**config.mk**
```make
export PLATFORM = sky130hd
export DESIGN_NAME = pong_match_ctrl
export DESIGN_NICKNAME = d
export VERILOG_FILES = /design/src/rtl/pong_match_ctrl_pkg.sv /design/src/rtl/pong_match_ctrl_seg7_scan.sv /design/src/rtl/pong_match_ctrl.sv
export SDC_FILE = /design/constraint.sdc
export NUM_CORES = 1
export LEC_CHECK = 0
export CORE_MARGIN = 3
export CORE_UTILIZATION = 51
export CTS_BUF_LIST = sky130_fd_sc_hd__clkbuf_8 sky130_fd_sc_hd__clkbuf_16
export CTS_CLUSTER_SIZE = 16
export DETAILED_ROUTE_END_ITERATION = 16
export PLACE_DENSITY = 0.79
export SLEW_MARGIN = 40
export SYNTH_ARGS = -nofsm -noshare
export SYNTH_HDL_FRONTEND = slang
export SYNTH_SLANG_ARGS = --single-unit
export TNS_END_PERCENT = 30
```
**constraint.sdc**
```tcl
create_clock -name clk -period 2.2 [get_ports clk]
set_clock_uncertainty 0.2 [all_clocks]
set_input_delay 0.55 -clock clk [delete_from_list [all_inputs] [get_ports clk]]
set_output_delay 0.55 -clock clk [all_outputs]
set_load 0.02 [all_outputs]
```
**src/rtl/pong_match_ctrl_pkg.sv**
```systemverilog
// Shared types and helpers for the pong match controller: FSM states, winner codes,
// 7-segment constants, the digit table and the compare-and-subtract BCD split.
package pong_match_ctrl_pkg;

    typedef enum logic [1:0] {
        ST_IDLE       = 2'd0,
        ST_SERVE_WAIT = 2'd1,
        ST_PLAY       = 2'd2,
        ST_OVER       = 2'd3
    } state_t;

    typedef enum logic [1:0] {
        WINNER_NONE  = 2'b00,
        WINNER_LEFT  = 2'b01,
        WINNER_RIGHT = 2'b10
    } winner_t;

    localparam logic [6:0] SEG_BLANK = 7'h7F;
    localparam logic [3:0] AN_OFF    = 4'b1111;

    typedef struct packed {
        logic [3:0] tens;
        logic [3:0] units;
    } bcd_t;

    // Scores never exceed 15, so a single compare-and-subtract covers the range.
    function automatic bcd_t bcd_split(input logic [3:0] value);
        bcd_t r;
        if (value >= 4'd10) begin
            r.tens  = 4'd1;
            r.units = value - 4'd10;
        end else begin
            r.tens  = 4'd0;
            r.units = value;
        end
        return r;
    endfunction

    // Segment order {g,f,e,d,c,b,a}, active-low.
    function automatic logic [6:0] seg_decode(input logic [3:0] digit);
        logic [6:0] s;
        case (digit)
            4'd0:    s = 7'b1000000;
            4'd1:    s = 7'b1111001;
            4'd2:    s = 7'b0100100;
            4'd3:    s = 7'b0110000;
            4'd4:    s = 7'b0011001;
            4'd5:    s = 7'b0010010;
            4'd6:    s = 7'b0000010;
            4'd7:    s = 7'b1111000;
            4'd8:    s = 7'b0000000;
            4'd9:    s = 7'b0010000;
            default: s = SEG_BLANK;
        endcase
        return s;
    endfunction

endpackage

```
**src/rtl/pong_match_ctrl_seg7_scan.sv**
```systemverilog
// Four-digit multiplexed score display: free-running scan counter, BCD split,
// decode and blanking, with seg/an registered together so they never disagree.
module seg7_scan
    import pong_match_ctrl_pkg::*;
#(
    parameter int SCAN_BITS = 16
) (
    input  logic       clk,
    input  logic       clr,
    input  logic [3:0] score_l,
    input  logic [3:0] score_r,
    input  logic       blank_l,
    input  logic       blank_r,
    output logic [6:0] seg,
    output logic [3:0] an
);

    logic [SCAN_BITS-1:0] scan_q;
    logic [1:0]           digit_idx;
    bcd_t                 bcd_l;
    bcd_t                 bcd_r;
    logic [3:0]           digit_val;
    logic                 digit_blank;
    logic [6:0]           seg_d;
    logic [3:0]           an_d;

    assign digit_idx = scan_q[SCAN_BITS-1 -: 2];

    always_comb begin
        bcd_l       = bcd_split(score_l);
        bcd_r       = bcd_split(score_r);
        digit_val   = bcd_r.units;
        digit_blank = blank_r;
        an_d        = 4'b1110;
        case (digit_idx)
            2'd0: begin
                digit_val   = bcd_r.units;
                digit_blank = blank_r;
                an_d        = 4'b1110;
            end
            2'd1: begin
                digit_val   = bcd_r.tens;
                digit_blank = blank_r || (bcd_r.tens == 4'd0);
                an_d        = 4'b1101;
            end
            2'd2: begin
                digit_val   = bcd_l.units;
                digit_blank = blank_l;
                an_d        = 4'b1011;
            end
            default: begin
                digit_val   = bcd_l.tens;
                digit_blank = blank_l || (bcd_l.tens == 4'd0);
                an_d        = 4'b0111;
            end
        endcase
        seg_d = digit_blank ? SEG_BLANK : seg_decode(digit_val);
    end

    always_ff @(posedge clk) begin
        if (clr) begin
            scan_q <= '0;
            seg    <= SEG_BLANK;
            an     <= AN_OFF;
        end else begin
            scan_q <= scan_q + SCAN_BITS'(1);
            seg    <= seg_d;
            an     <= an_d;
        end
    end

endmodule

```
**src/rtl/pong_match_ctrl.sv**
```systemverilog
// Match/score controller: sequences IDLE, serve delay, play and game-over,
// keeps both scores, requests ball launches and drives the score display.
module pong_match_ctrl
    import pong_match_ctrl_pkg::*;
#(
    parameter int WIN_SCORE   = 7,
    parameter int SERVE_DELAY = 65_000_000,
    parameter int SCAN_BITS   = 16,
    parameter int BLINK_BITS  = 25
) (
    input  logic       clk,
    input  logic       clr,
    input  logic       start_p,
    input  logic       point_l,
    input  logic       point_r,
    output logic       serve_req,
    output logic       serve_dir,
    output logic       play_en,
    output logic [3:0] score_l,
    output logic [3:0] score_r,
    output logic [1:0] winner,
    output logic [6:0] seg,
    output logic [3:0] an,
    output logic       dp
);

    localparam int                  DLY_BITS = (SERVE_DELAY > 1) ? $clog2(SERVE_DELAY) : 1;
    localparam logic [DLY_BITS-1:0] DLY_LAST = DLY_BITS'(SERVE_DELAY - 1);
    localparam logic [3:0]          WIN      = 4'(WIN_SCORE);

    state_t                state_q, state_d;
    winner_t               winner_q, winner_d;
    logic [DLY_BITS-1:0]   dly_q, dly_d;
    logic [BLINK_BITS-1:0] blink_q;
    logic [3:0]            score_l_d, score_r_d;
    logic [3:0]            inc_l, inc_r;
    logic                  serve_dir_d, serve_req_d;
    logic                  blank_l, blank_r;

    // Saturating increments: a score already at WIN_SCORE never moves further.
    assign inc_l = (score_l < WIN) ? score_l + 4'd1 : score_l;
    assign inc_r = (score_r < WIN) ? score_r + 4'd1 : score_r;

    always_comb begin
        // NOTE: every variable gets a default before the case so no path leaves it unassigned (no latch).
        state_d     = state_q;
        winner_d    = winner_q;
        dly_d       = '0;
        score_l_d   = score_l;
        score_r_d   = score_r;
        serve_dir_d = serve_dir;
        serve_req_d = 1'b0;

        case (state_q)
            ST_SERVE_WAIT: begin
                if (dly_q == DLY_LAST) begin
                    state_d     = ST_PLAY;
                    serve_req_d = 1'b1;
                end else begin
                    dly_d = dly_q + DLY_BITS'(1);
                end
            end
            ST_PLAY: begin
                if (point_l && point_r) begin
                    state_d = ST_SERVE_WAIT;
                end else if (point_l) begin
                    score_l_d = inc_l;
                    if (inc_l == WIN) begin
                        state_d  = ST_OVER;
                        winner_d = WINNER_LEFT;
                    end else begin
                        state_d     = ST_SERVE_WAIT;
                        serve_dir_d = 1'b1;
                    end
                end else if (point_r) begin
                    score_r_d = inc_r;
                    if (inc_r == WIN) begin
                        state_d  = ST_OVER;
                        winner_d = WINNER_RIGHT;
                    end else begin
                        state_d     = ST_SERVE_WAIT;
                        serve_dir_d = 1'b0;
                    end
                end
            end
            default: ;
        endcase

        // A start pulse restarts the match from any state and discards a coincident point.
        if (start_p) begin
            state_d     = ST_SERVE_WAIT;
            winner_d    = WINNER_NONE;
            dly_d       = '0;
            score_l_d   = 4'd0;
            score_r_d   = 4'd0;
            serve_dir_d = 1'b0;
            serve_req_d = 1'b0;
        end
    end

    always_ff @(posedge clk) begin
        // NOTE: non-blocking assignments so every register samples pre-edge values.
        if (clr) begin
            state_q   <= ST_IDLE;
            winner_q  <= WINNER_NONE;
            dly_q     <= '0;
            blink_q   <= '0;
            score_l   <= 4'd0;
            score_r   <= 4'd0;
            serve_dir <= 1'b0;
            serve_req <= 1'b0;
            play_en   <= 1'b0;
        end else begin
            state_q   <= state_d;
            winner_q  <= winner_d;
            dly_q     <= dly_d;
            blink_q   <= blink_q + BLINK_BITS'(1);
            score_l   <= score_l_d;
            score_r   <= score_r_d;
            serve_dir <= serve_dir_d;
            serve_req <= serve_req_d;
            play_en   <= (state_d == ST_PLAY);
        end
    end

    assign winner = winner_q;
    assign dp     = 1'b1;

    // Winner's digits flash in OVER while the blink MSB is low.
    assign blank_l = (state_q == ST_OVER) && (winner_q == WINNER_LEFT)  && !blink_q[BLINK_BITS-1];
    assign blank_r = (state_q == ST_OVER) && (winner_q == WINNER_RIGHT) && !blink_q[BLINK_BITS-1];

    seg7_scan #(
        .SCAN_BITS (SCAN_BITS)
    ) u_scan (
        .clk     (clk),
        .clr     (clr),
        .score_l (score_l),
        .score_r (score_r),
        .blank_l (blank_l),
        .blank_r (blank_r),
        .seg     (seg),
        .an      (an)
    );

endmodule
```
* Word-level counts from Yosys, hierarchy flattened
Memory sizes are Yosys's and may differ from the RTL's. A register that Yosys moved wholly into a read port is not among the register bits.
Index checks and enable logic that the tools add are counted.
** Word-level totals
- Register bits after elaboration :: 86
- Bits in latches :: 0
- Memory bits (writable) :: 0
- Memory bits (read-only) :: 112
- Bits of input ports :: 5
- Output and inout port bits :: 25
- Logic and storage cells :: 85
- Memories kept :: 1
** Memory list
- (name not given) :: depth 16, width 7, read ports 1, clocked after Yosys merged registers in 1, wr ports 0, line pong_match_ctrl_pkg.sv:42 : case (digit)
** Cells by class
- Add/subtract/negate cells :: 7
- $mul :: 0
- Divide/modulo/power cells :: 0
- Magnitude comparators :: 4
- Equal/unequal tests :: 14
- Shift-type cells :: 0
- Multiplexer cells :: 24
- Bitwise gates (word level) :: 3
- Reductions and logical operators :: 21
** Operator list (number)
- $add 26x1->26 const B :: 1
- $eq 26x26->1 const B :: 1
- $add 25x1->25 const B :: 1
- $pmux 4 s3 :: 2
- $mux 2 :: 11
- $add 16x1->16 const B :: 1
- $eq 2x2->1 const B :: 5
- $mux 5 :: 2
- $reduce_and 5->1 :: 2
- $add 4x1->4 const B :: 2
- $eq 4x3->1 const B :: 2
- $ge 4x4->1 const B :: 2
- $logic_not 4->1 :: 2
- $lt 4x3->1 const B :: 2
- $mux 4 :: 2
- $sub 4x4->4 const B :: 2
- $eq 2x1->1 const B :: 3
- $logic_and 1x1->1 :: 5
- $mux 1 :: 5
- $ne 2x2->1 const B :: 2
- $pmux 2 s2 :: 1
- $reduce_and 4->1 :: 1
- $reduce_bool 2->1 :: 2
- $reduce_or 2->1 :: 2
- 9 further kinds :: 12

* Longest topological paths before layout
Gate-level depths: netlist of run 1.
- Depth in word-level cells :: 10
- Gate-level depth with buffers :: 11
- Depth with buffers taken out :: 10

* Cells and area by module
Synthesis of run 1 repeated with hierarchy kept, for this count alone.
** Second synthesis, totals
- Cells, all modules :: 492
- Area total of the unflattened synthesis :: 4419.2 sq um
** Modules (own cells, without submodules)
- pong_match_ctrl :: times used 1, cells each 344, area an instance 3049.2 sq um
- seg7_scan :: times used 1, cells each 148, area an instance 1370.1 sq um

* Worst setup path after synthesis of run 1
Ideal clock, no wire load.
- Path kind :: reg-to-reg
- From :: reg score_l[0]
- To :: reg u_scan.seg[6]
- Arrival time :: 2.275 ns
- Required time :: 1.878 ns
- Setup slack :: -0.397 ns
- Cell stages (with the launch flop) :: 12
- Buffers on the path :: 1
- Path through :: dfxtp_1 -> clkbuf_1 -> inv_1 -> ha_1 -> o311ai_0 -> o21ai_0 -> a21oi_1 -> inv_1 -> ha_1 -> nand2b_1 -> o22ai_1 -> nand2_1
** On the way
- Cells in the longest elaborated chain, start to end :: 6
- Elaborated cells between the ends (all ways) :: 8
- Classes of those cells :: add/sub: 1; order compare: 1; mux: 3; reduce/logical: 3
** RTL lines
- from (decl) :: line pong_match_ctrl.sv:19 : output logic [3:0] score_l,
- from (signal assigned) :: line pong_match_ctrl.sv:118 : score_l <= score_l_d;
- $ge 4x4->1 :: line pong_match_ctrl_pkg.sv:29 : if (value >= 4'd10) begin
- $mux 5 (*) :: line pong_match_ctrl_pkg.sv:29
- $logic_not 4->1 :: line pong_match_ctrl_seg7_scan.sv:53 : digit_blank = blank_l || (bcd_l.tens == 4'd0);
- $logic_or 1x1->1 :: line pong_match_ctrl_seg7_scan.sv:53
- $pmux 1 s3 :: line pong_match_ctrl_seg7_scan.sv:35 : case (digit_idx)
- $reduce_or 2->1 (no line)
- to (decl) :: line pong_match_ctrl_seg7_scan.sv:14 : output logic [6:0] seg,
Every way passes the cells marked *; elsewhere a longest branch is shown, timed or not.
A chain may end at the register's enable or synchronous reset.

* Final worst setup path of run 1
- From :: reg score_l[0]
- To :: reg play_en
** On the way
- Cells in the longest elaborated chain, start to end :: 9
- Elaborated cells between the ends (all ways) :: 10
- Classes of those cells :: add/sub: 1; order compare: 1; eq/ne: 2; mux: 6
** RTL lines
- $add 4x1->4 / $lt 4x3->1 (equally long branches) :: line pong_match_ctrl.sv:41 : assign inc_l = (score_l < WIN) ? score_l + 4'd1 : score_l;
- $mux 4 (*) :: line pong_match_ctrl.sv:41
- $eq 4x3->1 (*) :: line pong_match_ctrl.sv:68 : if (inc_l == WIN) begin
- $mux 2 (*) :: line pong_match_ctrl.sv:68
- $mux 2 (*) :: line pong_match_ctrl.sv:66 : end else if (point_l) begin
- $mux 2 (*) :: line pong_match_ctrl.sv:64 : if (point_l && point_r) begin
- $pmux 2 s2 (*) :: line pong_match_ctrl.sv:54 : case (state_q)
- $mux 2 (*) :: line pong_match_ctrl.sv:90 : if (start_p) begin
- $eq 2x2->1 (*) :: line pong_match_ctrl.sv:122 : play_en <= (state_d == ST_PLAY);
- to (signal assigned) :: line pong_match_ctrl.sv:122
- to (decl) :: line pong_match_ctrl.sv:18 : output logic play_en,
Marks and branches as above.

==> flow_summary.yaml, run 1 <==
cells_and_area:
  diodes: 0
  drive_above_1_share_pct: 15.1
  nFillCells: 671
  nets: 597
  seqCellArea_um2: 1880
  fin_util_pct: 64.5
  syn_to_final_growth_pct: 21.9
  multiInputGateArea_um2: 2460
worst_setup_path:
  worstReg2RegEnd: "play_en$_SDFF_PP0_"
  r2r_start: "score_l[0]$_SDFFE_PP0P_"
  critPathMaxFanout: 4
  crit_arrival_ps: 2210
  crit_buf_inv: 0
  cp_cell_sequence: "ha_1 -> nand2_1 -> mux2_2 -> a2111oi_4 -> o21ai_1 -> a2111oi_2"
  worstPathRequired_ps: 2240
  endpoint_kind: "flip-flop"
  slowest_stage: "mux2_2"
  critPathMaxStageDelay_ps: 380
  start_kind: "flip-flop"
  r2r_cells: 6
  cp_top_family: "compound AO/OA/AOI/OAI gates"
  r2r_slack_ps: 30
  critical_path_class: "flip-flop to flip-flop"
cts:
  clockBufferDepth: 2
  clkSinkCount: 93
  cts_tree: "built"
  hold_buffers: 0
  clkTransAtPathRegs_ps: 90
  numCtsBuffers: 9
  h-tree-depth: 3
  cts-root-buf: "clkbuf_8"
  clk-insertion-delay-late_ps: 350
logic_synthesis:
  synth_compound_area_share_pct: 9.36
  ys_warn_count: 0
  synth.distinct_cells: 49
  synth-main-ff-cell: "dfxtp_1"
  synthMuxAreaShare_pct: 1.40
  syn_area_per_cell_um2: 8.64
  synth_seq_cells: 93
  synth_area_um2: 4370
  yosys.area.top_type: "dfxtp_1"
  synth-simple-area-share_pct: 25.3
  synth_adder_area_share_pct: 6.30
  synth_fp_nets: 533
  synthXorXnorAreaFrac_pct: 11.8
  synth.area.top_cells: "dfxtp_1, nor2_1, ha_1"
  async_reset_ff_share_pct: 0
  synth_edf_count: 0
  synth_top_family_by_area: "simple AND/OR/NAND/NOR gates"
  synthCells: 506
  ys_seq_area_share_pct: 42.6
  yosysTopAreaCellShare_pct: 42.6
run:
  drv_cap: 0
global_route:
  track_usage_pct: 18.4
  antenna_found_initial: 0
  grt_pass1_vias: 3493
  grt_pass1_wl_um: 15000
  grt_max_degree: 39
  grt.overflow.total: 0
floorplan:
  die_area_um2: 9720
  die_h_um: 98.6
  core_area_um2: 8260
  rows: 33
  ioPinCount: 30
  start_util_pct: 52.9
  die_x_um: 98.6
detailed_routing:
  wirelength_um: 8790
  wl_per_cell_um: 12.9
  drt_iter0_drc: 147
  dr.pass1.iters: 5
  drc: 0
  avgViaCountPerCell: 5.33
  vias: 3624
  ant_nets: 0
power_and_ir_drop:
  power_density_nw_per_um2: 540
  power.total_mw: 2.88
  ir_worst_vdd_v: 0.000383
  p_leak_nw: 2.03
timing:
  finalHoldViolCount: 0
  fmax_mhz: 461
  min_period_over_period_pct: 98.6
  hold_ws_ps: 249
  rsz0062_at_grt: "yes"
  finalSetupViolations: 0
  final.setup.worst_slack_ps: 30.9
  post-route-min-period_ps: 2170
  finalMaxSlewViolations: 0
status:
  outcome: "finished, final reports clean"
place:
  portBuffers: 28
  dp_slack_ps: -445
  hpwl_um: 6320
  routabilityCongestion: 0.862
min_path:
  hold_class: "flip-flop to flip-flop"
  whs_path_depth: 1
  min_from: "u_scan.scan_q[0]$_SDFF_PP0_"
  hold_end: "u_scan.scan_q[0]$_SDFF_PP0_"
sequential cells by signal, indices dropped and copies added, names as in the netlist:
signal	cells
dly_q	26
blink_q	25
u_scan.scan_q	16
u_scan.seg	7
score_l	4
score_r	4
u_scan.an	4
state_q	2
winner	2
play_en	1
serve_dir	1
serve_req	1
metal layers:
layer,GRT usage (%),routed length (um),vias to the layer above,share of wire [%]
met4,6.83,149,0,1.7
met5,0,0,-,0
met1,21.9,3950,1699,45
met2,32.7,4430,62,50
met3,3.61,269,12,3.1
li1,-,-,1851,-
synth_stat cells, drive strengths merged (4+ instances only):
| library cell | n |
|---|---|
| nand2 | 39 |
| nor2b | 4 |
| xnor2 | 30 |
| buf | 5 |
| and4 | 5 |
| inv | 19 |
| nor2 | 92 |
| and3 | 13 |
| clkbuf | 11 |
| nor3 | 7 |
| o21ai | 21 |
| mux2i | 5 |
| nand2b | 4 |
| and2 | 4 |
| ha | 22 |
| xor2 | 29 |
| nand3 | 22 |
| a211oi | 6 |
| dfxtp | 93 |
| nand4 | 15 |
| or3 | 11 |
| a21oi | 16 |
cells by family (layout without fill, tap and decap cells):
family                   count (synthesis)  after routing
flip-flops                              93             93
buffers and inverters                   35            104
adder cells (fa/ha/maj)                 22             22
multiplexers                             6              6
AO/OA/AOI/OAI                           64             64
other                                    1              1
XOR/XNOR                                59             59
AND/OR/NAND/NOR                        226            226
area by class of cell:
class / instances / area share [%]
multi-input cells: 378 / 46.2
repair buffers: 69 / 11.4
flip-flops and latches: 93 / 35.2
inverters: 19 / 1.34
clock inverters: 7 / 1.06
clock buffers: 9 / 2.33
well taps: 105 / 2.47
cells in the final DEF (no fill, tap or decap), drive strengths merged, types with 3 or more instances in the layout:
| master | n |
|---|---|
| xnor2 | 30 |
| nand2b | 4 |
| o21ai | 21 |
| and3 | 13 |
| nand2 | 39 |
| o31ai | 3 |
| mux2i | 5 |
| clkdlybuf4s50 | 19 |
| inv | 22 |
| a211oi | 6 |
| and4 | 5 |
| clkbuf | 9 |
| a21oi | 16 |
| nand3 | 22 |
| buf | 41 |
| or3 | 11 |
| dfxtp | 93 |
| nor3 | 7 |
| nand4 | 15 |
| and2 | 4 |
| dlygate4sd2 | 8 |
| nor3b | 3 |
| clkinv | 3 |
| nor2b | 4 |
| nor2 | 92 |
| ha | 22 |
| xor2 | 29 |
report_power, final:
group	leakage [nW]	total (mW)	switching, mW	internal [mW]
Combinational	1.18	0.125	0.0680	0.0569
Clock	0.0906	1.04	0.618	0.425
Sequential	0.757	1.71	0.0124	1.70
Total	2.03	2.88	0.699	2.18
stage by stage:
stage / TNS (ps) / cell area, um2 / instances
4_1_cts: 0 / 5240 / 677
5_1_grt: -150 / 5330 / 680
2_1_floorplan: 0 / 4400 / 506
3_3_place_gp: -2060 / 5040 / 660
6_report: 0 / 5330 / 680
3_5_place_dp: -2990 / 5040 / 660
worst max path at each step:
stage / slack [ps] / from / cells after the start / end
CTS: 5 / winner[1]$_SDFFE_PP0P_ / 1 / winner[1]
global route: -90 / dly_q[11]$_SDFF_PP0_ / 6 / play_en$_SDFF_PP0_
global placement: -340 / point_l / 7 / play_en$_SDFF_PP0_
finish: 30 / score_l[0]$_SDFFE_PP0P_ / 6 / play_en$_SDFF_PP0_
floorplan: 3 / score_l[0]$_SDFFE_PP0P_ / 11 / u_scan.seg[6]$_SDFF_PP1_
detailed placement: -450 / point_l / 7 / play_en$_SDFF_PP0_
repair_timing:
action	CTS	global route
pin swaps	1	12
resized for setup	17	15
setup buffers	1	3
gates cloned	0	0
endpoints found under the setup margin	14	39
No activity file was read; power rests on OpenSTA's default activity.
==> inputs of run 2 (changes only) <==
--- a/config.mk
+++ b/config.mk
@@ -6,11 +6,12 @@
 export NUM_CORES = 1
 export LEC_CHECK = 0
 export CORE_MARGIN = 3
-export CORE_UTILIZATION = 51
+export CORE_UTILIZATION = 50
 export CTS_BUF_LIST = sky130_fd_sc_hd__clkbuf_8 sky130_fd_sc_hd__clkbuf_16
 export CTS_CLUSTER_SIZE = 16
 export DETAILED_ROUTE_END_ITERATION = 16
-export PLACE_DENSITY = 0.79
+export PLACE_DENSITY = 0.78
+export RECOVER_POWER = 100
 export SLEW_MARGIN = 40
 export SYNTH_ARGS = -nofsm -noshare
 export SYNTH_HDL_FRONTEND = slang
==> run 2 against run 1 <==
  * Maximum frequency down 0.89%
  * Die area up 1.9%
  * Via count up 0.52%
  * Largest power group unchanged
  * Utilization down 0.65 points
  * Flip-flop and latch count unchanged
==> flow_summary.yaml, run 2 (same netlist as run 1, synthesis figures left out) <==
timing:
  fmax_mhz: 457
  finalMaxSlewViolations: 0
  min_period_over_period_pct: 99.5
  post-route-min-period_ps: 2190
  rsz0062_at_grt: "yes"
  relSlewSlack_pct: 56.1
  finalSetupViolations: 0
  worstMarginPinSlew_ps: 659
  finalHoldViolCount: 0
  final.setup.worst_slack_ps: 11.6
detailed_routing:
  avgViaCountPerCell: 5.40
  ant_nets: 0
  wirelength_um: 8900
  vias: 3643
  drt_iter0_drc: 147
  dr.pass1.iters: 4
  wl_per_cell_um: 13.2
  drc: 0
cells_and_area:
  top_regs: "dly_q x26, blink_q x25, u_scan.scan_q x16"
  final_area_um2: 5330
  stdcell_count: 675
  multiInputGateArea_um2: 2490
  largest-register: "dly_q"
  drive_above_1_share_pct: 14.4
  nets: 592
  mostFrequentLayoutCell: "nor2_1"
  final_cell_mix: "nor2_1, dfxtp_1, nand2_1"
  syn_to_final_growth_pct: 21.8
  seqCellArea_um2: 1870
  nFillCells: 668
  largest_reg_flops: 26
  diodes: 0
global_route:
  track_usage_pct: 18.4
  grt_max_degree: 27
  antenna_found_initial: 0
  grt.overflow.total: 0
  grt_pass1_wl_um: 15100
  grt_pass1_vias: 3569
floorplan:
  die_h_um: 99.5
  rows: 33
  die_area_um2: 9900
  start_util_pct: 52.4
  die_x_um: 99.5
  core_area_um2: 8340
  ioPinCount: 30
place:
  portBuffers: 28
  dp_slack_ps: -280
  routabilityCongestion: 0.908
  hpwl_um: 6360
  dpl_cell_area_um2: 4990
  dp.cells: 654
worst_setup_path:
  critPathMaxFanout: 4
  start_kind: "flip-flop"
  endpoint_kind: "flip-flop"
  worstPathRequired_ps: 2270
  critical_path_class: "flip-flop to flip-flop"
  crit_arrival_ps: 2260
cts:
  clkSinkCount: 93
  numCtsBuffers: 9
  clockBufferDepth: 2
  h-tree-depth: 3
  hold_buffers: 0
  cts_tree: "built"
  cts-root-buf: "clkbuf_8"
  clk-insertion-delay-late_ps: 370
  clkTransAtPathRegs_ps: 100
power_and_ir_drop:
  ir_worst_vdd_v: 0.000259
  power.total_mw: 3.04
  power_density_nw_per_um2: 571
  p_leak_nw: 1.97
run:
  drv_cap: 0
min_path:
  hold_class: "flip-flop to flip-flop"
status:
  outcome: "finished, final reports clean"
==> run 2: cell count changes in the layout (fill, tap and decap cells not counted), moves of 2 or more <==
cell           before  now
buf_4              39   31
dlygate4sd2_1       8    6
ha_4                0    2
inv_2               0    2
clkbuf_1            0    4
inv_6               3    0
ha_1               20   18
o21ai_1             2    4
==> run 2: area by class of cell <==
type,count,share of cell area (%)
multi-input cells,378,46.9
inverters,19,1.34
flip-flops and latches,93,35.2
repair buffers,64,10.0
clock inverters,5,1.08
well taps,105,2.47
clock buffers,11,3.05
==> run 2: what timing repair did <==
action | 4_1_cts | 5_1_grt
gates cloned | 0 | 0
resized for setup | 11 | 27
pin swaps | 0 | 16
setup endpoints to repair | 15 | 14
buffers inserted | 0 | 5
endpoints found under the hold margin | 0 | 0
==> run 2: power breakdown <==
| part | total, mW | switching [mW] | internal, mW |
|---|---|---|---|
| logic | 0.117 | 0.0669 | 0.0502 |
| registers | 1.71 | 0.0119 | 1.70 |
| clock network | 1.21 | 0.591 | 0.623 |
| total | 3.04 | 0.669 | 2.37 |
==> run 2: layer usage <==
layer,track usage [%],part of all wire [%],vias up
li1,-,-,1843
met1,22.0,44,1699
met5,0,0,-
met3,3.16,4.8,19
met2,32.5,49,82
met4,7.35,2.1,0
==> run 2: per-stage QoR <==
step / TNS (ps) / hold WS (ps) / util (%)
floorplan: 0 / 213 / -
global placement: -1160 / 224 / 59.8
detailed placement: -1570 / 232 / 59.8
CTS: -53.1 / 246 / 62.5
global route: -389 / 262 / 63.8
finish: 0 / 242 / 63.8
==> run 2: worst max-delay path: stages, from the launching register on <==
cell and delay (ps):
dfxtp_1 320, or4_4 540, nor4_4 150, nand3_2 190
a211oi_2 230, o21bai_1 140, a2111oi_2 330
==> run 2: final timing paths <==
path	from	to	slack [ps]	depth (start not counted)
worst max-delay path	dly_q[11]$_SDFF_PP0_	play_en$_SDFF_PP0_	10	6
worst min-delay path	dly_q[0]$_SDFF_PP0_	dly_q[0]$_SDFF_PP0_	240	1
worst max register to register	dly_q[11]$_SDFF_PP0_	play_en$_SDFF_PP0_	10	6
worst min register to register	dly_q[0]$_SDFF_PP0_	dly_q[0]$_SDFF_PP0_	240	1
==> inputs of run 3 (changes only) <==
--- a/config.mk
+++ b/config.mk
@@ -5,7 +5,7 @@
 export SDC_FILE = /design/constraint.sdc
 export NUM_CORES = 1
 export LEC_CHECK = 0
-export CORE_MARGIN = 3
+export CORE_MARGIN = 2
 export CORE_UTILIZATION = 50
 export CTS_BUF_LIST = sky130_fd_sc_hd__clkbuf_8 sky130_fd_sc_hd__clkbuf_16
 export CTS_CLUSTER_SIZE = 16
==> run 3 against run 2 <==
  * Non-clock buffer count up 7
  * Hold slack got worse by 1.2 ps
  * Die area is 4.0% lower
  * Wire length grew 2.6%
  * Cell count grew 1.5%
  * Clock-buffer cell count shrank 1
  * Largest cell class unchanged
  * Register-to-register slack is essentially flat
  * Sequential power hardly changed
  * First-iteration DRC count increased by 24%
  * Cell area increased by 1.1%
==> flow_summary.yaml, run 3 (same netlist as run 1, synthesis figures left out) <==
detailed_routing:
  wl_per_cell_um: 13.3
  wl_met3_um: 288
  dr.pass1.iters: 4
  wirelength_um: 9130
  drc: 0
  vias: 3675
  drt-met1-wl_um: 3980
  drt_iter0_drc: 182
  wl_met2_um: 4680
  avgViaCountPerCell: 5.36
  ant_nets: 0
  top_layer_used: "met4"
timing:
  worstMarginPinSlew_ps: 553
  finalMaxSlewViolations: 0
  finalHoldViolCount: 0
  relSlewSlack_pct: 63.1
  finalSetupViolations: 0
  rsz0062_at_grt: "yes"
  hold_ws_ps: 241
  post-route-min-period_ps: 2180
  fmax_mhz: 459
  min_period_over_period_pct: 99.0
cts:
  clk-insertion-delay-late_ps: 360
  hold_buffers: 0
  numCtsBuffers: 9
  h-tree-depth: 3
  cts_tree: "built"
  cts-root-buf: "clkbuf_8"
  clkSinkCount: 93
  clockBufferDepth: 2
  clkTransAtPathRegs_ps: 100
cells_and_area:
  mostFrequentLayoutCell: "nor2_1"
  top_regs: "dly_q x26, blink_q x25, u_scan.scan_q x16"
  fin_util_pct: 62.6
  diodes: 0
  largest_reg_flops: 26
  largest-register: "dly_q"
  seqCellArea_um2: 1870
  syn_to_final_growth_pct: 23.2
  nFillCells: 702
  drive_above_1_share_pct: 16.1
  final_cell_mix: "nor2_1, dfxtp_1, buf_4"
  multiInputGateArea_um2: 2490
  nets: 599
status:
  outcome: "finished, final reports clean"
floorplan:
  rows: 34
  die_h_um: 97.5
  die_area_um2: 9500
  ioPinCount: 30
  die_x_um: 97.5
  core_area_um2: 8590
  start_util_pct: 50.9
global_route:
  grt_max_degree: 28
  grt.overflow.total: 0
  antenna_found_initial: 0
  grt_pass1_vias: 3621
  track_usage_pct: 19.5
  grt_pass1_wl_um: 15600
power_and_ir_drop:
  power.total_mw: 2.96
  ir_worst_vdd_v: 0.000374
  p_leak_nw: 2.07
  power_density_nw_per_um2: 551
min_path:
  whs_path_depth: 1
  hold_class: "flip-flop to flip-flop"
worst_setup_path:
  endpoint_kind: "flip-flop"
  crit_arrival_ps: 2240
  critical_path_class: "input port to flip-flop"
  worstPathRequired_ps: 2260
  r2r_cells: 6
  start_kind: "input port"
  critPathMaxFanout: 4
run:
  drv_cap: 0
place:
  routabilityCongestion: 0.939
  hpwl_um: 6450
  portBuffers: 28
## run 3: changes by cell type in the layout (fill, tap and decap cells not counted), sizes merged
cell and delta:
buf +10, clkinvlp -2, clkinv +4, dlygate4sd2 +1
dlymetal6s2s +2, inv -1, clkdlybuf4s50 -3, clkbuf -6
dlygate4sd3 +2
## run 3: final cells by class
class / count / area share, %
inverter: 19 / 1.32
tap: 108 / 2.51
clock buffer: 10 / 2.56
sequential: 93 / 34.8
clock inverter: 6 / 1.16
multi-input combinational: 378 / 46.2
timing repair buffer: 71 / 11.4
## run 3: timing repair
action,CTS,global route
buffers inserted,1,7
pin swaps,0,16
endpoints found under the hold margin,0,0
resized for setup,16,25
endpoints found under the setup margin,14,15
## run 3: worst paths after layout
| check | from | endpoint | slack (ps) |
|---|---|---|---|
| worst max-delay path | point_r | play_en$_SDFF_PP0_ | 20 |
| worst min-delay path | dly_q[0]$_SDFF_PP0_ | dly_q[0]$_SDFF_PP0_ | 240 |
| worst max register to register | dly_q[11]$_SDFF_PP0_ | play_en$_SDFF_PP0_ | 20 |
| worst min register to register | dly_q[0]$_SDFF_PP0_ | dly_q[0]$_SDFF_PP0_ | 240 |
## run 3: layer usage
metal	up-vias	track usage, %
met5	-	0
met4	0	7.37
met3	16	4.89
met2	76	33.6
met1	1735	23.2
li1	1848	-
## run 3: through the flow
stage	cells	setup WS (ps)	cell area [um2]	TNS, ps
2_1_floorplan	506	3.01	4400	0
3_3_place_gp	661	-276	5010	-1590
3_5_place_dp	661	-350	5010	-2200
4_1_cts	678	-63.9	5250	-66.9
5_1_grt	685	-78.8	5380	-326
6_report	685	21.1	5380	0
## run 3: where the power goes
group          leakage [nW]  internal, mW  total (mW)  switching [mW]
sequential            0.757          1.70        1.71          0.0119
combinational          1.20        0.0525       0.121          0.0682
clock                 0.106         0.555        1.13           0.580
total                  2.07          2.30        2.96           0.660
## run 3: critical path, cell delays in order
cell	delay [ps]
dlygate4sd3_1	570
buf_4	160
inv_1	120
mux2i_1	210
o211a_1	190
o21ai_1	110
a2111oi_2	320
